[src/rtl/rim_pkg.sv]
// Shared constants, FSM states and error codes for the rat-in-maze driver/checker.
package rim_pkg;
    localparam int N        = 8;
    localparam int PATH_LEN = 2 * N - 1;

    typedef enum logic [2:0] {
        S_IDLE   = 3'd0,
        S_SEND   = 3'd1,
        S_WAIT   = 3'd2,
        S_CHECK  = 3'd3,
        S_GUARD  = 3'd4,
        S_REPORT = 3'd5
    } state_t;

    localparam logic [2:0] ERR_OK        = 3'd0;
    localparam logic [2:0] ERR_BAD_START = 3'd1;
    localparam logic [2:0] ERR_BAD_STEP  = 3'd2;
    localparam logic [2:0] ERR_BLOCKED   = 3'd3;
    localparam logic [2:0] ERR_SHORT     = 3'd4;
    localparam logic [2:0] ERR_LONG      = 3'd5;
    localparam logic [2:0] ERR_TIMEOUT   = 3'd6;
    localparam logic [2:0] ERR_EARLY     = 3'd7;
endpackage

[src/rtl/rim_step_checker.sv]
// Combinational legality check of one path beat against the previous beat and the maze.
module rim_step_checker
    import rim_pkg::*;
(
    input  logic             first,
    input  logic [2:0]       prev_row,
    input  logic [2:0]       prev_col,
    input  logic [2:0]       row,
    input  logic [2:0]       col,
    input  logic [N*N-1:0]   store_flat,
    output logic             ok,
    output logic [2:0]       err
);
    logic [3:0] down_row;
    logic [3:0] left_col;
    logic       adj;
    logic       open_cell;

    always_comb begin
        // 4-bit arithmetic so row 7+1 and col 0-1 can never alias a real cell
        down_row = {1'b0, prev_row} + 4'd1;
        left_col = {1'b0, prev_col} - 4'd1;
        if (first)
            adj = (row == 3'd0) && (col == 3'(N - 1));
        else
            adj = (({1'b0, row} == down_row) && (col == prev_col)) ||
                  ((row == prev_row) && ({1'b0, col} == left_col));
        open_cell = store_flat[{row, col}];
        ok  = 1'b1;
        err = ERR_OK;
        if (!adj) begin
            ok  = 1'b0;
            err = first ? ERR_BAD_START : ERR_BAD_STEP;
        end else if (!open_cell) begin
            ok  = 1'b0;
            err = ERR_BLOCKED;
        end
    end
endmodule

[src/rtl/rim_maze_driver.sv]
// Sends an 8x8 maze to the solver as row beats, then checks the returned path beat by beat.
module rim_maze_driver
    import rim_pkg::*;
#(
    parameter int TIMEOUT = 64
)
(
    input  logic       clk,
    input  logic       rst,
    input  logic       start,
    input  logic       cfg_we,
    input  logic [2:0] cfg_addr,
    input  logic [7:0] cfg_data,
    output logic [7:0] maze,
    output logic       in_valid,
    input  logic       out_valid,
    input  logic [2:0] out_row,
    input  logic [2:0] out_col,
    output logic       busy,
    output logic       done,
    output logic       pass,
    output logic [2:0] err_code,
    output logic [3:0] step_cnt,
    output logic [2:0] dbg_state
);
    localparam int WAIT_W = $clog2(TIMEOUT);

    state_t              state;
    logic [7:0]          store [N];
    logic [N*N-1:0]      store_flat;
    logic [3:0]          send_idx;
    logic [WAIT_W-1:0]   wait_cnt;
    logic [2:0]          prev_row;
    logic [2:0]          prev_col;
    logic                beat_ok;
    logic [2:0]          beat_err;
    logic [7:0]          row0_fwd;

    always_comb begin
        store_flat = '0;
        for (int r = 0; r < N; r++)
            store_flat[r*N +: N] = store[r];
    end

    // A write in the start cycle must already be visible in the first row beat
    assign row0_fwd  = (cfg_we && cfg_addr == 3'd0) ? cfg_data : store[0];
    assign busy      = (state != S_IDLE);
    assign dbg_state = state;

    rim_step_checker u_step (
        .first      (state == S_WAIT),
        .prev_row   (prev_row),
        .prev_col   (prev_col),
        .row        (out_row),
        .col        (out_col),
        .store_flat (store_flat),
        .ok         (beat_ok),
        .err        (beat_err)
    );

    always_ff @(posedge clk) begin
        if (rst) begin
            state    <= S_IDLE;
            for (int r = 0; r < N; r++) store[r] <= 8'h00;
            maze     <= 8'h00;
            in_valid <= 1'b0;
            done     <= 1'b0;
            pass     <= 1'b0;
            err_code <= ERR_OK;
            step_cnt <= 4'd0;
            send_idx <= 4'd0;
            wait_cnt <= '0;
            prev_row <= 3'd0;
            prev_col <= 3'd0;
        end else begin
            done <= 1'b0;
            case (state)
                S_IDLE: begin
                    if (cfg_we) store[cfg_addr] <= cfg_data;
                    if (start) begin
                        state    <= S_SEND;
                        pass     <= 1'b0;
                        err_code <= ERR_OK;
                        step_cnt <= 4'd0;
                        in_valid <= 1'b1;
                        maze     <= row0_fwd;
                        send_idx <= 4'd1;
                        wait_cnt <= '0;
                    end
                end
                S_SEND: begin
                    if (out_valid) begin
                        in_valid <= 1'b0;
                        maze     <= 8'h00;
                        err_code <= ERR_EARLY;
                        done     <= 1'b1;
                        state    <= S_REPORT;
                    end else if (send_idx == 4'(N)) begin
                        in_valid <= 1'b0;
                        maze     <= 8'h00;
                        state    <= S_WAIT;
                    end else begin
                        maze     <= store[send_idx[2:0]];
                        send_idx <= send_idx + 4'd1;
                    end
                end
                S_WAIT, S_CHECK: begin
                    if (out_valid) begin
                        if (!beat_ok) begin
                            err_code <= beat_err;
                            done     <= 1'b1;
                            state    <= S_REPORT;
                        end else begin
                            step_cnt <= (step_cnt == 4'hF) ? step_cnt : step_cnt + 4'd1;
                            prev_row <= out_row;
                            prev_col <= out_col;
                            state    <= (step_cnt == 4'(PATH_LEN - 1)) ? S_GUARD : S_CHECK;
                        end
                    end else if (state == S_CHECK) begin
                        err_code <= ERR_SHORT;
                        done     <= 1'b1;
                        state    <= S_REPORT;
                    end else if (wait_cnt == WAIT_W'(TIMEOUT - 1)) begin
                        err_code <= ERR_TIMEOUT;
                        done     <= 1'b1;
                        state    <= S_REPORT;
                    end else begin
                        wait_cnt <= wait_cnt + 1'b1;
                    end
                end
                S_GUARD: begin
                    // Any beat after a complete path means the solver overran
                    err_code <= out_valid ? ERR_LONG : ERR_OK;
                    pass     <= !out_valid;
                    done     <= 1'b1;
                    state    <= S_REPORT;
                end
                S_REPORT: state <= S_IDLE;
                default:  state <= S_IDLE;
            endcase
        end
    end
endmodule

[config.mk]
export PLATFORM = sky130hd
export DESIGN_NAME = rim_maze_driver
export DESIGN_NICKNAME = d
export VERILOG_FILES = /design/src/rtl/rim_pkg.sv /design/src/rtl/rim_step_checker.sv /design/src/rtl/rim_maze_driver.sv
export SDC_FILE = /design/constraint.sdc
export NUM_CORES = 1
export LEC_CHECK = 0
export CAP_MARGIN = 0
export CORE_MARGIN = 2
export CORE_UTILIZATION = 53
export CTS_CLUSTER_SIZE = 25
export DETAILED_ROUTE_END_ITERATION = 8
export GPL_TIMING_DRIVEN = 1
export PLACE_DENSITY = 0.76
export RECOVER_POWER = 50
export SYNTH_ARGS = -nofsm -noshare
export SYNTH_HDL_FRONTEND = slang
export SYNTH_SLANG_ARGS = --single-unit
[constraint.sdc]
create_clock -name clk -period 2.4 [get_ports clk]
set_input_delay 0.72 -clock clk [delete_from_list [all_inputs] [get_ports clk]]
set_output_delay 0.72 -clock clk [all_outputs]
set_load 0.03 [all_outputs]
# ---- Word level (Yosys, flattened, before mapping)
# Memory sizes are Yosys's and may differ from the RTL's. A register that Yosys moved wholly into a read port is not among the register bits.
# Index checks and enable logic that the tools add are counted.
dict set report totals {
  output_inout_bits 22
  elab_cells 136
  ramBits 64
  input_bits 22
  mem_count 1
  register_bits 37
}
dict set report op_classes {
  n_lt_le_gt_ge 1
  eq_ne 26
  n_mux 67
  n_reduce_logical 25
  add_sub_neg 5
}
# memory words word_bits rd rd_ports_with_merged_regs write_ports line_no
set mem_list {}
lappend mem_list {store 8 8 9 1 8 rim_maze_driver.sv:29} ;# logic [7:0] store [N];
# operator n
set ops {}
lappend ops {{2-to-1 mux 3 bit} 19}
lappend ops {{2-to-1 mux 8 bit} 5}
lappend ops {{2-to-1 mux 4 bit} 7}
lappend ops {{2-to-1 mux 6 bit} 4}
lappend ops {{one-hot mux 3 bit (4 select lines)} 2}
lappend ops {{2-to-1 mux 1 bit} 20}
lappend ops {{inequality test 2 bit, second input constant} 10}
lappend ops {{one-hot mux 4 bit (2 select lines)} 2}
lappend ops {{one-hot mux 8 bit (2 select lines)} 1}
lappend ops {{AND reduction 5 bit} 3}
lappend ops {{== test 4 bit, second input constant} 3}
lappend ops {{one-hot mux 6 bit (2 select lines)} 1}
lappend ops {{logical NOT 3 bit} 3}
lappend ops {{AND reduction 3 bit} 3}
lappend ops {{adder 4 x 1 -> 4 bit, second input constant} 2}
lappend ops {{== test 3 x 4 -> 1 bit} 2}
lappend ops {{OR reduction 8 bit} 1}
lappend ops {{less-than comparator 6 x 7 -> 1 bit, second input constant} 1}
lappend ops {{adder 6 x 1 -> 6 bit, second input constant} 1}
lappend ops {{binary-select mux 1 bit (select 6 bit)} 1}
lappend ops {{== test 3 x 2 -> 1 bit, second input constant} 2}
lappend ops {{== test 3 bit} 2}
lappend ops {{== test 3 bit, second input constant} 2}
lappend ops {{== test 6 bit, second input constant} 1}
lappend ops {{other kinds (17)} 26}

# ---- Depth between registers and ports, before layout
dict set report depth {
  depth_word 9
  depth_mapped 9
  depth_no_buf 8
}

# ---- Hierarchy
# Synthesis repeated with hierarchy kept, for this count alone.
dict set report hier_totals {
  cells_unflattened 505
  area_unflattened_um2 5809.3
}
# module seq_area_each_um2 area_per_inst_um2 cells_each n_inst
set by_module_without_submodules {}
lappend by_module_without_submodules {rim_maze_driver 2722.6 4984.8 430 1}
lappend by_module_without_submodules {rim_step_checker 0.0 824.5 75 1}

# ---- Least setup slack after synthesis
# No wires, ideal clock.
dict set report synth_timing {
  path_type {input-to-reg}
  start {input port out_col[0]}
  end {register step_cnt[0]}
  setup_time_ps 72
  setup_slack_ps -218
  t_required_ps 2328
  stages 7
  arrival_time_ps 2546
  path_cell_list {buf_6 > mux4_1 > mux4_2 > nor2_4 > o22ai_2 > a31oi_4 > mux2i_1}
}
dict set report synth_between {
  elab_chain_len 7
}
# element line_no
set synth_rtl {}
lappend synth_rtl {{start, declared} rim_maze_driver.sv:18} ;# input logic [2:0] out_col,
lappend synth_rtl {{branches (longest 4 deep; another with binary-select mux 1 bit (select 6 bit))} -}
lappend synth_rtl {{2-to-1 mux 1 bit *} rim_step_checker.sv:31} ;# if (!adj) begin
lappend synth_rtl {{inequality test 2 bit (no line) *} -}
lappend synth_rtl {{AND reduction 5 bit (no line) *} -}
lappend synth_rtl {{end signal, assigned} rim_maze_driver.sv:114} ;# step_cnt <= (step_cnt == 4'hF) ? step_cnt : step_cnt + 4'd1;
lappend synth_rtl {{end, declared} rim_maze_driver.sv:23} ;# output logic [3:0] step_cnt,
# Every way passes the cells marked *. The select of a mux whose other input is x is not followed.
# A chain may end at the register's enable or synchronous reset.

# ---- Worst setup path after layout
dict set report layout_timing {
  start {input port out_col[0]}
  end {register step_cnt[1]}
}
# Same word-level chain as after synthesis.

==> results <==
-- sequential cells by signal (all words and copies together) (netlist names), named ones only --
name,flops
maze,8
prev_row,3
send_idx,4
step_cnt,4
prev_col,3
done,1
dbg_state,3
store,64
pass,1
err_code,3
wait_cnt,6
in_valid,1
-- power by group --
part	switching (mW)	internal (mW)	leakage, nW
clock	0.637	0.495	0.101
sequential	0.0623	1.98	0.990
combinational	0.508	0.425	1.64
-- through the flow --
stage	hold WS, ps	utilization	cells	TNS [ps]	area (um2)
finish	467	0.674	767	-48.7	7270
global route	480	0.674	767	-2360	7270
CTS	469	0.675	765	0	7290
detailed placement	451	0.638	738	-21840	6890
global placement	450	0.638	738	-16410	6890
floorplan	462	-	514	-13150	5880
-- cell type report --
type / instances / area, um2 / share of cell area
inverters: 10 / 37.5 / 0.00516
multi-input cells: 370 / 3030 / 0.416
clock inverters: 7 / 77.6 / 0.0107
well taps: 140 / 175 / 0.0241
repair buffers: 127 / 1110 / 0.152
flip-flops and latches: 104 / 2730 / 0.375
clock buffers: 9 / 124 / 0.0170
-- layout by cell type, fill, tap and decap left out, types with 10 or more instances in the layout --
cell type,synthesis,layout
nor3_1,15,14
dfxtp_1,40,39
nor2_1,35,35
and2_0,0,23
clkdlybuf4s50_1,0,17
nand2b_1,10,10
buf_4,2,61
nand2_1,36,36
and2_1,66,43
mux4_2,26,29
o21ai_0,21,14
edfxtp_1,64,64
xor2_1,12,11
dlygate4sd3_1,0,17
a21oi_1,24,24
-- tightest hold or removal path: stages (launching register included) --
cell	delay [ps]
dfxtp_1	320
nand2_1	50
mux2i_1	60
-- final timing paths --
check | startpoint | end | cells past startpoint
max | out_col[0] | step_cnt[1] | 8
min | err_code[2] | err_code[2] | 2
max reg2reg | store[6][7] | step_cnt[1] | 6
min reg2reg | err_code[2] | err_code[2] | 2
-- metal layers --
| metal | global-route usage | vias to the layer above |
|---|---|---|
| met5 | 0 | - |
| met4 | 0.118 | 0 |
| met3 | 0.0442 | 70 |
| met2 | 0.472 | 258 |
| met1 | 0.354 | 2271 |
| li1 | - | 2141 |
-- timing repair --
action	4_1_cts	5_1_grt
buffers inserted	7	2
gates resized for setup	32	13
endpoints found under the setup margin	18	19
cloned	4	0
pin swaps	13	14
-- kinds of logic after synthesis --
family	Yosys count	synth area share
AND/OR/NAND/NOR	212	0.200
multiplexers	51	0.165
flip-flops	104	0.467
AO/OA/AOI/OAI	81	0.0942
buffers and inverters	42	0.0335
adder cells (fa/ha/maj)	7	0.0150
XOR/XNOR	17	0.0255
==> results.cfg <==
[synthesis]
synth_seq_cells = 104
synth-edff-count = 64
synthFlopType = edfxtp_1
synth_most_common_cell = and2_1
ys_seq_area_frac = 0.467
syn_area_um2 = 5830
async_flop_share = 0
synth_top_cell_area_share = 0.329
yosysUniqueCellTypes = 61
yosys.area.top_type = edfxtp_1
syn_area_per_cell_um2 = 11.3
yosys_warnings = 0
synth_area_leaders = edfxtp_1 (33%), dfxtp_1 (14%), mux4_2 (10%), and2_1 (7.1%), mux4_1 (3.2%)
netlist_instances = 514
synth_common_cells = and2_1 (66), edfxtp_1 (64), dfxtp_1 (40)
synth_fp_nets = 543

[die]
die_x_um = 109
start_util = 0.540
io_pins = 44
row_count = 38
fp.dieH_um = 109
coreArea_um2 = 10800
die-area_um2 = 11900

[timing]
finalHoldViolCount = 0
rsz0062_at_grt = true
fmax_mhz = 410
layout_setup_ws_ps = -42.0
period_share = 1.02
finalSetupViolCount = 2
finClkSkew_ps = 9.87
slew_viol_final = 0
worstMarginPinSlew_ps = 738
period_minus_slack_ps = 2440
slew_headroom = 0.506

[cells_and_area]
fin_nets = 651
fillers = 787
drive_gt1_frac = 0.262
area_growth_pct = 24.7
diodes = 0

[critical_path]
crit_buf_inv = 2
start_kind = input port
cp_max_fo = 7
crit_top_cell = mux4_2
critPathMaxStageDelay_ps = 500
path_class = in2reg
crit_slowest_cell = mux4_2
r2r_setup_slack_ps = 50
critical_path_arrival_ps = 2750
crit_required_ps = 2710
cpLargestDelayFamily = multiplexers
worstPathCellList = buf_8 -> buf_12 -> mux4_2 -> mux4_2 -> nor2_4 -> o22ai_4 -> a31oi_4 -> mux2i_1
endpoint_kind = flip-flop

[power]
p_per_area_nw_per_um2 = 565
p_total_mw = 4.11
vdd_drop_max_uv = 355
leakagePower_nw = 2.73

[global_route]
grt_remaining_overflow = 0
antenna_found_initial = 0
grt_max_degree = 32
grt_pass1_wl_um = 24700
grt_use_total = 0.278
grt_pass1_vias = 4667

[placed_design]
place_congestion = 0.936
place_hpwl_um = 11200
io_buffers = 43
dpl_worst_slack_ps = -861

[cts]
cts.htree.levels = 3
cts.sinks = 104
cts-root-buf = clkbuf_8
cts_buffers = 9
ctsHoldBuffers = 0
cts_max_path_buffers = 2
cts_tree = built
clkLatencyLatePin_ps = 380
clk_pin_slew_ps = 100

[outcome]
status = complete, but fails checks
violations = negative setup slack

[route]
drt_first_iter_violations = 550
drt.antenna.violating_nets = 0
wl_um = 15700
drc = 0
vias = 4740
dr_wl_met2_um = 7720
route.met3.wl_um = 1130
wl_met1_um = 6110
top_layer = met4
wl_per_cell_um = 20.4
firstDrtPassIters = 9
via_per_inst = 6.18

[min_path]
hold_path_class = reg2reg

[job]
drv_cap = 0
(Power assumes the default switching activity.)
